**config.mk**
```make
export PLATFORM = sky130hd
export DESIGN_NAME = dp_ram_batch_controller_flat
export DESIGN_NICKNAME = d
export VERILOG_FILES = /design/src/rtl/dp_ram_batch_pkg.sv /design/src/rtl/dp_ram_batch_controller_if.sv /design/src/rtl/dp_ram_batch_controller.sv /design/src/flat_wrapper.sv
export SDC_FILE = /design/constraint.sdc
export NUM_CORES = 1
export LEC_CHECK = 0
export BUFFER_PORTS_ARGS = -buffer_cell sky130_fd_sc_hd__buf_2
export CAP_MARGIN = 10
export CELL_PAD_IN_SITES_DETAIL_PLACEMENT = 1
export CELL_PAD_IN_SITES_GLOBAL_PLACEMENT = 1
export CORE_UTILIZATION = 36
export DETAILED_ROUTE_END_ITERATION = 12
export PLACE_DENSITY_LB_ADDON = 0.1
export SYNTH_ARGS = -nofsm -noshare
export SYNTH_HDL_FRONTEND = slang
export SYNTH_SLANG_ARGS = --single-unit
export TNS_END_PERCENT = 20
```
**constraint.sdc**
```tcl
create_clock -name CLK -period 5.6 [get_ports CLK]
set_clock_uncertainty 0.15 [all_clocks]
set_input_delay 1.4 -clock CLK [delete_from_list [all_inputs] [get_ports CLK]]
set_output_delay 1.4 -clock CLK [all_outputs]
set_load 0.005 [all_outputs]
```
**src/rtl/dp_ram_batch_pkg.sv**
```systemverilog
// Shared types and memory-map helpers for the dual-port RAM batch controller.
package dp_ram_batch_pkg;

  typedef enum logic [3:0] {
    S_IDLE, S_CHK, S_RD_REQ, S_LATCH, S_WAIT_MUL, S_WR_OUT,
    S_WR_STAT, S_ERR_STAT, S_ACK_RD, S_ACK_CHK, S_CLR_STAT, S_CLR_CTRL
  } state_t;

  localparam int CTRL_ADDR     = 0;
  localparam int CTRL_GO_BIT   = 0;
  localparam int CTRL_ACK_BIT  = 1;
  localparam int CTRL_N_LSB    = 4;
  localparam int CTRL_N_W      = 4;
  localparam int STAT_DONE_BIT = 0;
  localparam int STAT_ERR_BIT  = 1;
  localparam int STAT_JOBS_LSB = 8;

  function automatic int in_base_addr(int max_jobs);
    return (max_jobs > 0) ? 1 : 1;
  endfunction

  function automatic int out_base_addr(int max_jobs);
    return 1 + max_jobs;
  endfunction

  function automatic int stat_addr(int max_jobs);
    return 1 + 2 * max_jobs;
  endfunction

  function automatic logic [31:0] stat_word(logic [7:0] jobs, logic err, logic done);
    logic [31:0] w;
    w = '0;
    w[STAT_JOBS_LSB +: 8] = jobs;
    w[STAT_ERR_BIT]       = err;
    w[STAT_DONE_BIT]      = done;
    return w;
  endfunction

endpackage

```
**src/rtl/dp_ram_batch_controller_if.sv**
```systemverilog
// RAM-port and multiplier-port signals of the batch controller; master = controller side.
interface dp_ram_batch_controller_if #(
  parameter int OP_W   = 4,
  parameter int ADDR_W = 4
);
  logic [ADDR_W-1:0] ADDR;
  logic              WRITE_F;
  logic [31:0]       WRITE_DATA;
  logic [31:0]       READ_DATA;
  logic [3:0]        BYTE_ENABLE;
  logic [OP_W-1:0]   A;
  logic [OP_W-1:0]   B;
  logic              start;
  logic              done;
  logic [2*OP_W-1:0] Y;

  modport master (
    output ADDR, WRITE_F, WRITE_DATA, BYTE_ENABLE, A, B, start,
    input  READ_DATA, done, Y
  );

  modport slave (
    input  ADDR, WRITE_F, WRITE_DATA, BYTE_ENABLE, A, B, start,
    output READ_DATA, done, Y
  );
endinterface

```
**src/rtl/dp_ram_batch_controller.sv**
```systemverilog
// Batch controller: polls CTRL in shared RAM, runs N operand pairs through the multiplier,
// writes products and STATUS, then waits for HPS ACK. Optional watchdog: DPRC_TIMEOUT_EN.
module dp_ram_batch_controller
  import dp_ram_batch_pkg::*;
#(
  parameter int OP_W        = 4,
  parameter int ADDR_W      = 4,
  parameter int MAX_JOBS    = 4,
  parameter int RD_LAT      = 1,
  parameter int TIMEOUT_CYC = 255
) (
  input  logic                       CLK,
  input  logic                       RESET,
  dp_ram_batch_controller_if.master  bus,
  output logic                       busy
);

  localparam logic [ADDR_W-1:0] CTRL_A    = ADDR_W'(CTRL_ADDR);
  localparam logic [ADDR_W-1:0] IN_A      = ADDR_W'(in_base_addr(MAX_JOBS));
  localparam logic [ADDR_W-1:0] OUT_A     = ADDR_W'(out_base_addr(MAX_JOBS));
  localparam logic [ADDR_W-1:0] STAT_A    = ADDR_W'(stat_addr(MAX_JOBS));
  localparam logic [1:0]        WAIT_LAST = 2'(RD_LAT - 1);
  localparam logic [7:0]        MAX_N     = 8'(MAX_JOBS);

  state_t            state_reg, state_next;
  logic [1:0]        wait_reg;
  logic [7:0]        idx_reg, n_reg;
  logic [OP_W-1:0]   a_reg, b_reg;
  logic [2*OP_W-1:0] y_reg;
  logic              start_reg, busy_reg;
  logic [ADDR_W-1:0] addr;
  logic              write_f;
  logic [31:0]       write_data;
  logic [7:0]        ctrl_n;
  logic              ctrl_go, ctrl_ack, n_ok, wait_done, last_job, timed_out;

  assign ctrl_go   = bus.READ_DATA[CTRL_GO_BIT];
  assign ctrl_ack  = bus.READ_DATA[CTRL_ACK_BIT];
  assign ctrl_n    = 8'(bus.READ_DATA[CTRL_N_LSB +: CTRL_N_W]);
  assign n_ok      = (ctrl_n != 8'd0) && (ctrl_n <= MAX_N);
  assign wait_done = (wait_reg == WAIT_LAST);
  assign last_job  = (idx_reg == n_reg - 8'd1);

`ifdef DPRC_TIMEOUT_EN
  localparam int TMO_W = $clog2(TIMEOUT_CYC + 1);
  logic [TMO_W-1:0] tmo_reg;
  logic             unused_ok;

  always_ff @(posedge CLK) begin
    if (!RESET)                     tmo_reg <= '0;
    else if (state_reg == S_LATCH)  tmo_reg <= '0;
    else if (state_reg == S_WAIT_MUL) tmo_reg <= tmo_reg + TMO_W'(1);
  end

  assign timed_out = (state_reg == S_WAIT_MUL) && (tmo_reg == TMO_W'(TIMEOUT_CYC - 1));
  assign unused_ok = ^bus.READ_DATA;
`else
  logic unused_ok;
  assign timed_out = 1'b0;
  assign unused_ok = ^{bus.READ_DATA, 32'(TIMEOUT_CYC)};
`endif

  always_comb begin
    state_next = state_reg;
    case (state_reg)
      S_IDLE:     if (wait_done) state_next = S_CHK;
      S_CHK:      if (!ctrl_go) state_next = S_IDLE;
                  else          state_next = n_ok ? S_RD_REQ : S_ERR_STAT;
      S_RD_REQ:   if (wait_done) state_next = S_LATCH;
      S_LATCH:    state_next = S_WAIT_MUL;
      S_WAIT_MUL: if (bus.done)      state_next = S_WR_OUT;
                  else if (timed_out) state_next = S_ERR_STAT;
      S_WR_OUT:   state_next = last_job ? S_WR_STAT : S_RD_REQ;
      S_WR_STAT,
      S_ERR_STAT: state_next = S_ACK_RD;
      S_ACK_RD:   if (wait_done) state_next = S_ACK_CHK;
      S_ACK_CHK:  state_next = ctrl_ack ? S_CLR_STAT : S_ACK_RD;
      S_CLR_STAT: state_next = S_CLR_CTRL;
      S_CLR_CTRL: state_next = S_IDLE;
      default:    state_next = S_IDLE;
    endcase
  end

  // Bus outputs are a pure decode of the state; write data is forced to zero when not writing.
  always_comb begin
    addr       = CTRL_A;
    write_f    = 1'b0;
    write_data = '0;
    case (state_reg)
      S_RD_REQ:   addr = IN_A + ADDR_W'(idx_reg);
      S_WR_OUT:   begin write_f = 1'b1; addr = OUT_A + ADDR_W'(idx_reg); write_data = 32'(y_reg); end
      S_WR_STAT:  begin write_f = 1'b1; addr = STAT_A; write_data = stat_word(n_reg, 1'b0, 1'b1); end
      S_ERR_STAT: begin write_f = 1'b1; addr = STAT_A; write_data = stat_word(idx_reg, 1'b1, 1'b0); end
      S_CLR_STAT: begin write_f = 1'b1; addr = STAT_A; end
      S_CLR_CTRL: begin write_f = 1'b1; addr = CTRL_A; end
      default:    addr = CTRL_A;
    endcase
  end

  always_ff @(posedge CLK) begin
    if (!RESET) begin
      state_reg <= S_IDLE;
      wait_reg  <= '0;
      idx_reg   <= '0;
      n_reg     <= '0;
      a_reg     <= '0;
      b_reg     <= '0;
      y_reg     <= '0;
      start_reg <= 1'b0;
      busy_reg  <= 1'b0;
    end else begin
      state_reg <= state_next;
      wait_reg  <= (state_next != state_reg) ? 2'd0 : wait_reg + 2'd1;
      // Start rises together with the freshly registered operands (first WAIT_MUL cycle).
      start_reg <= (state_reg == S_LATCH);
      case (state_reg)
        S_CHK: begin
          idx_reg <= '0;
          if (ctrl_go && n_ok) begin
            n_reg    <= ctrl_n;
            busy_reg <= 1'b1;
          end
        end
        S_LATCH: begin
          a_reg <= bus.READ_DATA[OP_W-1:0];
          b_reg <= bus.READ_DATA[2*OP_W-1:OP_W];
        end
        S_WAIT_MUL: if (bus.done) y_reg <= bus.Y;
        S_WR_OUT:   if (!last_job) idx_reg <= idx_reg + 8'd1;
        S_CLR_CTRL: busy_reg <= 1'b0;
        default: ;
      endcase
    end
  end

  assign bus.ADDR        = addr;
  assign bus.WRITE_F     = write_f;
  assign bus.WRITE_DATA  = write_data;
  assign bus.BYTE_ENABLE = 4'hF;
  assign bus.A           = a_reg;
  assign bus.B           = b_reg;
  assign bus.start       = start_reg;
  assign busy            = busy_reg;

endmodule

```
**src/flat_wrapper.sv**
```systemverilog
// flat-port wrapper written by rule: the top's interface ports become plain ports
module dp_ram_batch_controller_flat import dp_ram_batch_pkg::*;
#(
  parameter int OP_W        = 4,
  parameter int ADDR_W      = 4,
  parameter int MAX_JOBS    = 4,
  parameter int RD_LAT      = 1,
  parameter int TIMEOUT_CYC = 255
)
  (CLK, RESET, busy, bus_ADDR, bus_WRITE_F, bus_WRITE_DATA, bus_BYTE_ENABLE, bus_A, bus_B, bus_start, bus_READ_DATA, bus_done, bus_Y);
  dp_ram_batch_controller_if #(.OP_W(OP_W), .ADDR_W(ADDR_W)) bus_i ();
  input  logic CLK;
  input  logic RESET;
  output logic busy;
  output wire logic [$bits(bus_i.ADDR)-1:0] bus_ADDR;
  output wire logic [$bits(bus_i.WRITE_F)-1:0] bus_WRITE_F;
  output wire logic [$bits(bus_i.WRITE_DATA)-1:0] bus_WRITE_DATA;
  output wire logic [$bits(bus_i.BYTE_ENABLE)-1:0] bus_BYTE_ENABLE;
  output wire logic [$bits(bus_i.A)-1:0] bus_A;
  output wire logic [$bits(bus_i.B)-1:0] bus_B;
  output wire logic [$bits(bus_i.start)-1:0] bus_start;
  input wire logic [$bits(bus_i.READ_DATA)-1:0] bus_READ_DATA;
  input wire logic [$bits(bus_i.done)-1:0] bus_done;
  input wire logic [$bits(bus_i.Y)-1:0] bus_Y;
  assign bus_ADDR = bus_i.ADDR;
  assign bus_WRITE_F = bus_i.WRITE_F;
  assign bus_WRITE_DATA = bus_i.WRITE_DATA;
  assign bus_BYTE_ENABLE = bus_i.BYTE_ENABLE;
  assign bus_A = bus_i.A;
  assign bus_B = bus_i.B;
  assign bus_start = bus_i.start;
  assign bus_i.READ_DATA = bus_READ_DATA;
  assign bus_i.done = bus_done;
  assign bus_i.Y = bus_Y;
  dp_ram_batch_controller #(.OP_W(OP_W), .ADDR_W(ADDR_W), .MAX_JOBS(MAX_JOBS), .RD_LAT(RD_LAT), .TIMEOUT_CYC(TIMEOUT_CYC)) u_core (.CLK(CLK), .RESET(RESET), .bus(bus_i), .busy(busy));
endmodule
```
Word-level counts from Yosys, hierarchy flattened
Index checks and enable logic that the tools add are counted.

Word-level logic and storage cells: 62. Input bits: 43. Register bits after elaboration: 36.

Muxes and demuxes: 16. Bitwise gates (word level): 1. Eq/ne operators: 15. Add/sub/neg operators: 5. Order comparisons: 1. Reductions and logical operators: 15.

Operator list (number): 16-bit case mux with 3 select lines (1); 4-bit case mux with 10 select lines (1); 4-bit 2-to-1 mux (5); 4-bit by 3-bit == test with 1-bit output (second input constant) (4); 4-bit == test (second input constant) (4); 8-bit case mux with 2 select lines (1); 4-bit case mux with 3 select lines (1); 8-bit by 1-bit adder with 8-bit output (second input constant) (1); 4-bit by 2-bit == test with 1-bit output (second input constant) (2); 8-bit == test (1); 8-bit 2-to-1 mux (1); 2-bit AND reduction (4); 8-bit nonzero test (1); 3-bit 2-to-1 mux (2); 5-bit OR reduction (1); 4-bit by 1-bit subtractor with 5-bit output (second input constant) (1); 1-bit by 4-bit adder with 4-bit output (first input constant) (1); 3-bit by 4-bit adder with 4-bit output (first input constant) (1); 4-bit by 1-bit == test with 1-bit output (second input constant) (1); 4-bit by 3-bit less-or-equal comparator with 1-bit output (second input constant) (1); 4-bit zero test (1); 4-bit != test (1); 2-bit nonzero test (2); 2-bit OR reduction (2); other kinds (10) (12).

Logic depth before layout (Yosys ltp)
Word-level depth: 7. Mapped depth: 11. Mapped depth without buffers: 8.

Least setup slack after synthesis
No wires, ideal clock.

Path type: flip-flop to output port. Start: register u_core.state_reg[0]. End: output bus_ADDR[3]. Path buffers: 3. Data arrival time: 1.978 ns. Setup slack: 2.072 ns. Data required time: 4.050 ns. Stages on the path, launching flop included: 12. Path through: dfxtp_1 > buf_4 > and2b_1 > buf_4 > and2_1 > buf_4 > ha_1 > a31oi_1 > xnor2_1 > o21ai_0 > a21oi_1 > a31o_2.

Cells in the longest elaborated chain, start to end: 3. Elaborated cells on any way between the ends: 7. Those cells by class: eq/ne (5); mux (1); reduce/logical (1).

RTL lines: start: declaration (RTL line dp_ram_batch_controller.sv:25) `state_t state_reg, state_next;`; start signal: assignment (RTL line dp_ram_batch_controller.sv:112) `state_reg <= state_next;`; 4-bit by 3-bit == test with 1-bit output / 4-bit == test (equally long branches) (RTL line dp_ram_batch_controller.sv:89) `case (state_reg)`; 3-bit OR reduction (no source line); 4-bit case mux with 3 select lines (*) (RTL line dp_ram_batch_controller.sv:89); end: declaration (RTL line flat_wrapper.sv:15) `output wire logic [$bits(bus_i.ADDR)-1:0] bus_ADDR;`.

Mark *: on every way between the ends. The rest lies on a longest branch, timed or not.

Final worst setup path
Ends and elaborated chain as after synthesis.

==> results.md <==
- CTS resizes: 0
- Share of cells above drive strength 1: 21.9%
- Worst Path Required: 4050 ps
- Setup TNS: 0 ps
- Initial antenna violation count: 0
- Core Box Area: 0.00568 mm²
- Top layer in use: met4
- Crit path launch type: flip-flop
- TritonCTS clock tree: yes
- Antenna Diode Count: 0
- Pwr Density: 323 mW/mm²
- Lkg Pwr: 1.10 nW
- Met3 routed WL: 305 µm
- Clock buffer depth: 2
- Final hold violation count: 0
- Final WL: 5590 µm
- # fillers: 735
- Seq/Total Area, Yosys: 33.0%
- Post-synth ARST share: 0%
- CTS root buf: clkbuf_8
- Yosys Warn Count: 0
- Setup Crit Path Kind: flip-flop to output port
- RSZ-0062 raised after global routing: false
- Worst-path clk slew: 70 ps
- Drt via density: 5.19
- Cells after Synth: 266
- Worst endpoint data arrival time: 3100 ps
- Outcome: completed
- Fin crit share: 83.0%
- Sink Count: 36
- Worst-margin pin slew: 924 ps
- Die W: 79.9 µm
- Synthesized cell area: 0.00218 mm²
- Setup violators final: 0
- Max-slew headroom: 38.3%
- Fin. max-slew vios: 0
- Worst hold-check path type: flip-flop to flip-flop
- Grt total ovfl: 0
- Fin area: 0.00247 mm²
- DRC: 0
- Vias in the first global route: 1711
- Clk_lat worst skew: 290 ps
- First-pass GRT wire length: 8660 µm
- EDFF count, synth: 0
- Full die area: 0.00638 mm²
- Starting Density: 38.4%
- Top delay family on crit path: flip-flops
- # rows: 27
- Routed WL per cell: 14.8 µm
- Postcts setup bufs: 0
- Crit-path slowest cell: dfxtp_1
- Hold_buf cts: 0
- Dpl hpwl: 4020 µm
- Max Fclk: 215 MHz
- Main flop type after synthesis: dfxtp_1
- Dpl cell area: 0.00236 mm²
- Synth Area per Inst: 8.20 µm²
- Worst IR drop on VDD: 123 µV
- Port buffer count: 49
- GRT Total Usage: 17.9%
- Worst-path fanout max: 18
- Largest net degree at the start of global routing: 27
- Die Y: 79.9 µm
- First-iteration detailed-routing DRC count: 76
- Min cycle time layout: 4650 ps
- Num CTS Buffers: 5
- CTS H-tree lvls: 2
- Overall Power: 0.000798 W
- Met2 wire len: 2500 µm
- Synth unique cells: 52
- Util after Layout: 43.5%
- Area Overhead vs Synth: 13.2%
- Worst Setup End Kind: output port
- Max stage delay on crit path: 800 ps
- M1 WL: 2720 µm
- Vias: 1963
- TritonRoute pass-1 iters: 4
- WP buf/inv: 1
- Yosys reg bits: 36
- Io pins: 94
- Max-cap violations: 0
- Nets: 352
- Final Wtd Congestion: 0.770
- Worst path cell trace: and2b_1 -> and2_1 -> ha_1 -> a31oi_1 -> xnor2_1 -> o21ai_0 -> a21oi_1 -> a31o_2 -> buf_2
- Routed Antenna Nets: 0
[cell type report]
class,count,area (µm²),area share (%)
clock buffers,6,72.6,2.94
repair buffers,49,245,9.92
multi-input cells,206,1280,51.8
well taps,72,90.1,3.65
inverters,7,26.3,1.06
flip-flops and latches,36,721,29.2
clock inverters,2,35.0,1.42
[cell families after synthesis]
family                     after synthesis  synth area share, %
other                                    2                0.344
buffers and inverters                   42                 11.4
xor gates and xnor gates                 7                 3.84
DFF                                     36                 33.0
adders and majority gates                4                 2.29
and+or+nand+nor                        110                 26.2
muxes                                   15                 6.88
AOI/OAI and AO/OA                       50                 16.1
[tightest hold or removal path, stage by stage (launching register included)]
cell and delay [ps]:
dfxtp_1 310, nand2_1 50, a21oi_1 50
[path summary, 6_finish.rpt]
check | start | endpoint | slack (ps) | depth (start not counted)
max | u_core.state_reg[0]$_SDFF_PN0_ | bus_ADDR[3] | 950 | 9
min | u_core.bus.A[3]$_SDFFE_PN0P_ | u_core.bus.A[3]$_SDFFE_PN0P_ | 310 | 2
max reg2reg | u_core.state_reg[0]$_SDFF_PN0_ | u_core.idx_reg[5]$_SDFFE_PN0P_ | 2910 | 5
min reg2reg | u_core.bus.A[3]$_SDFFE_PN0P_ | u_core.bus.A[3]$_SDFFE_PN0P_ | 310 | 2
[routing by layer]
metal  track usage (%)  up-vias
met4              5.36        0
met1              25.4      928
met2              26.8       59
li1                  -      971
met5                 0        -
met3              3.77        5
[metrics by stage]
stage               worst slack (ps)  hold slack, ps  std cells
floorplan                       2070             298        284
global placement                1330             291        370
detailed placement              1290             304        370
CTS                              954             315        378
global route                     722             339        378
finish                           951             311        378
[placed cells by master, fill, tap and decap left out, types with 2 or more instances in the layout]
master,synthesis,final
a31oi_1,3,3
nand2_1,33,33
buf_2,3,49
mux2i_1,15,15
nand2b_1,3,3
nor4_1,2,2
and2_1,4,4
conb_1,2,20
a2111o_1,2,2
ha_1,4,4
nor2_1,26,26
or3_1,4,4
o2111ai_1,2,2
o31ai_1,2,2
o21a_1,2,2
nand3_1,7,7
xnor2_1,2,2
a22oi_1,2,2
dfxtp_1,36,36
xor2_1,3,3
inv_1,6,6
o21ai_0,8,8
and3_1,13,13
a21oi_1,20,20
o22ai_1,2,2
nor3_1,4,4
clkbuf_8,0,5
[synthesized netlist by cell type (all sizes together) (6+ instances only)]
cell / number / area (µm²)
a21oi: 20 / 100
nor2: 26 / 97.6
buf: 26 / 188
o21ai: 8 / 40.0
clkbuf: 9 / 33.8
nand3: 7 / 35.0
and3: 13 / 81.3
inv: 6 / 22.5
dfxtp: 36 / 721
mux2i: 15 / 150
nand2: 33 / 124
[report_power, final]
part	switching (W)	internal [W]
Combinational	0.000147	0.0000903
Clock	0.0000975	0.000132
Sequential	0.0000502	0.000281
Power figures use the tool's default switching activity.
